--- src/rtl/param_grf.sv ---
// Multi-port register file with per-register busy scoreboard and write-to-read bypass.
// Latency: reads are combinational (zero cycles); writes, allocs and flush take effect at the next rising clk.
// Backpressure: none; every port is accepted every cycle, and rd_busy tells the consumer to wait.
module param_grf #(
  parameter int DATA_W   = 32,
  parameter int ADDR_W   = 5,
  parameter int NUM_RD   = 2,
  parameter int NUM_WR   = 2,
  parameter int ZERO_REG = 1
) (
  input  logic                     clk,
  input  logic                     reset,
  input  logic [NUM_RD*ADDR_W-1:0] rd_addr,
  output logic [NUM_RD*DATA_W-1:0] rd_data,
  output logic [NUM_RD-1:0]        rd_busy,
  input  logic [NUM_WR-1:0]        wr_en,
  input  logic [NUM_WR*ADDR_W-1:0] wr_addr,
  input  logic [NUM_WR*DATA_W-1:0] wr_data,
  input  logic                     alloc_en,
  input  logic [ADDR_W-1:0]        alloc_addr,
  input  logic                     flush
);

  localparam int DEPTH = 1 << ADDR_W;

  logic [DATA_W-1:0] regs_q [DEPTH];
  logic [DATA_W-1:0] regs_d [DEPTH];
  logic [DEPTH-1:0]  busy_q;
  logic [DEPTH-1:0]  busy_d;

  // True when the address is the hardwired-zero register.
  function automatic logic is_zero(input logic [ADDR_W-1:0] a);
    return (ZERO_REG != 0) && (a == '0);
  endfunction

  // Register write: ports applied in ascending order so the highest-numbered port wins a collision.
  always_comb begin
    regs_d = regs_q;
    for (int w = 0; w < NUM_WR; w++) begin
      if (wr_en[w] && !is_zero(wr_addr[w*ADDR_W +: ADDR_W])) begin
        regs_d[wr_addr[w*ADDR_W +: ADDR_W]] = wr_data[w*DATA_W +: DATA_W];
      end
    end
  end

  // Busy update priority: write clears, then alloc sets (newer producer), then flush clears everything.
  always_comb begin
    busy_d = busy_q;
    for (int w = 0; w < NUM_WR; w++) begin
      if (wr_en[w]) begin
        busy_d[wr_addr[w*ADDR_W +: ADDR_W]] = 1'b0;
      end
    end
    if (alloc_en) begin
      busy_d[alloc_addr] = 1'b1;
    end
    if (flush) begin
      busy_d = '0;
    end
    if (ZERO_REG != 0) begin
      busy_d[0] = 1'b0;
    end
  end

  // State registers; reset clears data and scoreboard immediately.
  always_ff @(posedge clk or negedge reset) begin
    if (!reset) begin
      for (int a = 0; a < DEPTH; a++) begin
        regs_q[a] <= '0;
      end
      busy_q <= '0;
    end else begin
      regs_q <= regs_d;
      busy_q <= busy_d;
    end
  end

  // Read ports with same-cycle bypass; a bypassed value is final unless re-allocated this cycle.
  always_comb begin
    logic [ADDR_W-1:0] ra;
    logic [DATA_W-1:0] d;
    logic              b;
    logic              hit;
    rd_data = '0;
    rd_busy = '0;
    ra  = '0;
    d   = '0;
    b   = 1'b0;
    hit = 1'b0;
    for (int k = 0; k < NUM_RD; k++) begin
      ra  = rd_addr[k*ADDR_W +: ADDR_W];
      d   = regs_q[ra];
      b   = busy_q[ra];
      hit = 1'b0;
      for (int w = 0; w < NUM_WR; w++) begin
        if (wr_en[w] && (wr_addr[w*ADDR_W +: ADDR_W] == ra)) begin
          d   = wr_data[w*DATA_W +: DATA_W];
          hit = 1'b1;
        end
      end
      if (hit && !(alloc_en && (alloc_addr == ra))) begin
        b = 1'b0;
      end
      if (!reset || is_zero(ra)) begin
        d = '0;
        b = 1'b0;
      end
      rd_data[k*DATA_W +: DATA_W] = d;
      rd_busy[k]                  = b;
    end
  end

endmodule
--- config.mk ---
export PLATFORM = sky130hd
export DESIGN_NAME = param_grf
export DESIGN_NICKNAME = d
export VERILOG_FILES = /design/src/rtl/param_grf.sv
export SDC_FILE = /design/constraint.sdc
export NUM_CORES = 2
export LEC_CHECK = 0
export BUFFER_PORTS_ARGS = -buffer_cell sky130_fd_sc_hd__buf_4
export CAP_MARGIN = 30
export CORE_ASPECT_RATIO = 0.75
export CORE_MARGIN = 2
export CORE_UTILIZATION = 40
export CTS_CLUSTER_SIZE = 40
export DETAILED_ROUTE_END_ITERATION = 7
export PLACE_DENSITY_LB_ADDON = 0.3
export SYNTH_ARGS = -nofsm -noshare
export SYNTH_HDL_FRONTEND = slang
export SYNTH_SLANG_ARGS = --single-unit
--- constraint.sdc ---
create_clock -name clk -period 2.7 [get_ports clk]
set_input_delay 0.135 -clock clk [delete_from_list [all_inputs] [get_ports clk]]
set_output_delay 0.135 -clock clk [all_outputs]
set_load 0.1 [all_outputs]
Yosys cells after proc, flatten, opt, wreduce, memory -nomap -nowiden
Index checks and enable logic that the tools add are counted.
Cells by class
  magnitude comparators: 14
  bitwise operators: 9
  equal/unequal tests: 6
  reductions and logical operators: 26
  multiplexer cells: 42
Operator list (number)
  $bwmux 1024: 2
  $mux 1024: 2
  $mux 32: 16
  $bmux 32 s5: 2
  $demux 32 s5: 2
  $and 32x32->32: 2
  $not 32->32: 2
  $or 32x32->32: 1
  $eq 5x5->1: 6
  $lt 5x6->1 const B: 5
  $ge 6x6->1 const B: 4
  $not 5->6: 4
  $logic_not 5->1: 4
  $demux 1 s5: 3
  $ge 5x1->1 const B: 3
  $logic_and 1x1->1: 15
  $mux 1: 13
  $lt 6x1->1 const B: 2
  $bmux 1 s5: 2
  $logic_not 1->1: 5
  $logic_or 1x1->1: 2
Storage, ports and cells
  bits of input ports: 95
  register bits after elaboration: 1055
  output and inout port bits: 66

Depth between registers and ports, before layout
  word-level depth: 12
  mapped depth: 10
  depth with buffers taken out: 6

Worst setup path before layout
OpenSTA, ideal clock, no wires.
  kind: in2out
  start point: input rd_addr[6]
  end point: output rd_busy[1]
  arrival: 5.970 ns
  path buffers: 4
  stages on the path: 8
  setup slack: -3.405 ns
  cell sequence: buf_4 buf_4 buf_4 buf_4 xor2_1 nor4_1 a31oi_1 a2111oi_0
Between the ends
  word-level cells in the longest chain between the ends: 7
  elaborated cells between the ends (all ways): 16
RTL lines
  from (decl): line 13  | input logic [NUM_RD*ADDR_W-1:0] rd_addr,
  parallel branches: the longest is 6 deep, another holds $bmux 1 s5
  $mux 1 *: line 104  | if (!reset || is_zero(ra)) begin
  to (decl): line 15  | output logic [NUM_RD-1:0] rd_busy,
Every way passes the cells marked *. The select of a mux whose other input is x is not followed.

Worst setup path in the final report
  start point: register regs_q[427] (netlist name)
  end point: output rd_data[11]
Between the ends
  word-level cells in the longest chain between the ends: 6
RTL lines
  from (decl): line 26  | logic [DATA_W-1:0] regs_q [DEPTH];
  from (signal assigned): line 73  | regs_q <= regs_d;
  $bmux 32 s5: line 92  | d = regs_q[ra];
  $mux 32 (not written as such) (2 in a row): line 92
  $mux 32 (2 in a row): line 96  | if (wr_en[w] && (wr_addr[w*ADDR_W +: ADDR_W] == ra)) begin
  $mux 32: line 104
  to (decl): line 14  | output logic [NUM_RD*DATA_W-1:0] rd_data,
No other way between the ends. The select of a mux whose other input is x is not followed.

==> results.yml <==
run_status:
  status: "finished, violations left"
  violations: "negative setup slack"
logic_synthesis:
  netlist_instances: 6574
  synth_top_flop_cell: "dfrtp_1"
  synth_top_cell_by_area: "dfrtp_1"
  synth_edf_count: 0
  yosysMostFrequentCell: "dfrtp_1"
  syn_nets: 6669
  synth_top_area_share: 0.394
  yosysSeqAreaShare: 0.394
  ys_seq_elements: 1055
  syn_avg_cell_area_um2: 10.2
  async_flop_share: 1.00
  synth_warnings: 0
  synth_commonest_cells: "dfrtp_1 (1055), mux2i_1 (950), nor2_1 (656)"
  ys_top_cells_by_area: "dfrtp_1 (39%), mux4_2 (15%), mux2i_1 (14%)"
  ys_types: 61
  syn_area_um2: 67000
drt:
  via_per_inst: 6.89
  dr.pass1.iters: 8
  ant_nets: 0
  drt_iter0_markers: 10800
  vias: 61800
  wl_um: 329000
  avgRoutedWirePerCell_um: 36.6
  drc: 0
sta:
  min_period_ns: 3.20
  fmaxAchievable_ghz: 0.313
  rsz0062_at_grt: "yes"
  finalSetupViolCount: 56
  relSlewSlack: 0.258
  hold_violations: 0
  fin_skew_ns: 0
  setup_ws_ns: -0.497
  fin_crit_sh: 1.18
  tightestPinTransition_ns: 1.11
  maxSlewViolCount: 0
clock_network:
  cts-root-buf: "clkbuf_16"
  clk_pin_slew_ns: 0.07
  cts_tree: "built"
  cts_sinks: 1055
  cts.path.max_buffers: 3
  clk_latency_ns: 0.74
  cts_max_level: 3
  numCtsBuffers: 108
global_route:
  antenna_found_initial: 21
  grt_pass1_vias: 57900
  grt_max_degree: 163
  grt_pass1_wl_um: 454000
  grt.total_usage: 0.373
  grt_overflow_total: 0
flow_run:
  cap_violations: 0
worst_setup_path:
  path_max_fanout: 3
  path_class: "reg -> out"
  critPathRequiredTime_ns: 2.57
  worstSetupStartpointType: "flip-flop"
  end_kind: "primary output"
  cp.arrival_ns: 3.06
cells_and_area:
  final_cells: 8979
  finalNetCount: 6724
  area_growth_pct: 20.5
  drive_gt1_frac: 0.253
  fin_area_um2: 80700
pwr:
  p_per_area_nw_per_um2: 705
  power.internal_mw: 37.7
  pwr-share-clk: 0.285
  irDropWorstVdd_mv: 0.515
  netSwitchingFraction: 0.339
  switching_power_mw: 19.3
  p_seq_frac: 0.410
  combPwrFrac: 0.304
  power.leakage_nw: 37.1
  power_mw: 57.0
min_path:
  hold_class: "in -> reg"
placement:
  dpl_worst_slack_ns: -0.251
  place_congestion: 0.989
  port_buffers: 160
  placed_cells: 8579
  hpwl_um: 200000
  placed_area_um2: 73400
die:
  die_y_um: 358
  die_w_um: 477
  core_um2: 167000
  dieArea_um2: 171000
  pin_count: 161
  start_util: 0.401
  rows: 130
-- cells in the final DEF, fill, tap and decap left out, types with 189 or more instances in the layout --
| cell type | count |
|---|---|
| buf_12 | 189 |
| mux4_2 | 439 |
| nand2_1 | 515 |
| o21ai_0 | 461 |
| a22oi_1 | 318 |
| dfrtp_1 | 1054 |
| a21oi_1 | 593 |
| nor2_1 | 627 |
| mux2i_1 | 933 |
| buf_4 | 491 |
-- worst paths after layout --
kind                         startpoint            to  slack (ns)  depth (start not counted)
hold / removal               wr_addr[4]   regs_q[852]        0.26                          6
max in group asynchronous         reset   regs_q[449]        0.23                          5
setup / recovery            regs_q[427]   rd_data[11]       -0.50                          5
hold reg to reg            regs_q[1012]  regs_q[1012]        0.40                          0
min in group asynchronous         reset   regs_q[963]        0.76                          3
setup reg to reg            regs_q[505]   regs_q[505]        1.24                          4
-- final cells by class --
cell class	count	area (µm²)
diodes	21	52.6
clock buffers	162	3290
clock inverters	33	383
fillers	14900	86200
inverters	5	18.8
multi-input cells	4647	38800
flip-flops and latches	1055	26400
well taps	2244	2810
repair buffers	812	8940
-- cells by family (layout without fill, tap and decap cells) --
| group | after synthesis | count (layout) | share of synthesized area |
|---|---|---|---|
| compound gates | 1774 | 1774 | 0.158 |
| mux | 1470 | 1470 | 0.303 |
| simple gates | 1373 | 1373 | 0.0831 |
| flops | 1055 | 1055 | 0.394 |
| buf+inv | 872 | 1012 | 0.0574 |
| xor+xnor | 30 | 30 | 0.00392 |
| other cells | 0 | 21 | 0 |
-- state kept, by name, summed over array words and instances (netlist names) --
register  cells
regs_q     1024
busy_q       31
-- worst max-delay path, stage by stage, from the launching register on --
cell and delay (ns):
dfrtp_1 0.41, mux4_2 0.47, mux4_2 0.46, o211ai_1 0.53, o21ai_4 0.21, buf_12 0.23
-- power groups by stage --
stage	Clock (mW)	Combinational (mW)	Sequential, mW
finish	16.3	17.3	23.4
global route	16.8	18.3	23.6
CTS	16.2	16.7	23.1
detailed placement	0	15.1	23.4
global placement	0	14.7	23.2
floorplan	0	11.3	22.0
-- metal layers --
| metal | share of wire | wire length [µm] | up-vias | track usage |
|---|---|---|---|---|
| li1 | - | - | 24300 | - |
| met1 | 0.37 | 122000 | 30600 | 0.488 |
| met2 | 0.40 | 132000 | 5605 | 0.512 |
| met3 | 0.16 | 52000 | 1254 | 0.160 |
| met4 | 0.069 | 22600 | 14 | 0.213 |
| met5 | 0.00088 | 288 | - | 0.0103 |
-- through the flow --
stage	setup TNS (ns)	utilization	hold WS, ns
2_1_floorplan	-7.55	-	-0.161
3_3_place_gp	-0.709	0.440	-0.0216
3_5_place_dp	-0.718	0.440	-0.0245
4_1_cts	-8.24	0.480	0.202
5_1_grt	-9.14	0.483	0.257
6_report	-7.61	0.484	0.256
-- timing repair --
action,CTS,global route
resized for setup,328,68
endpoints found under the hold margin,1229,0
gates cloned,0,3
pin swaps,84,56
hold buffers,105,0
endpoints found under the setup margin,64,402
buffers inserted,65,20
Power figures use the tool's default switching activity.
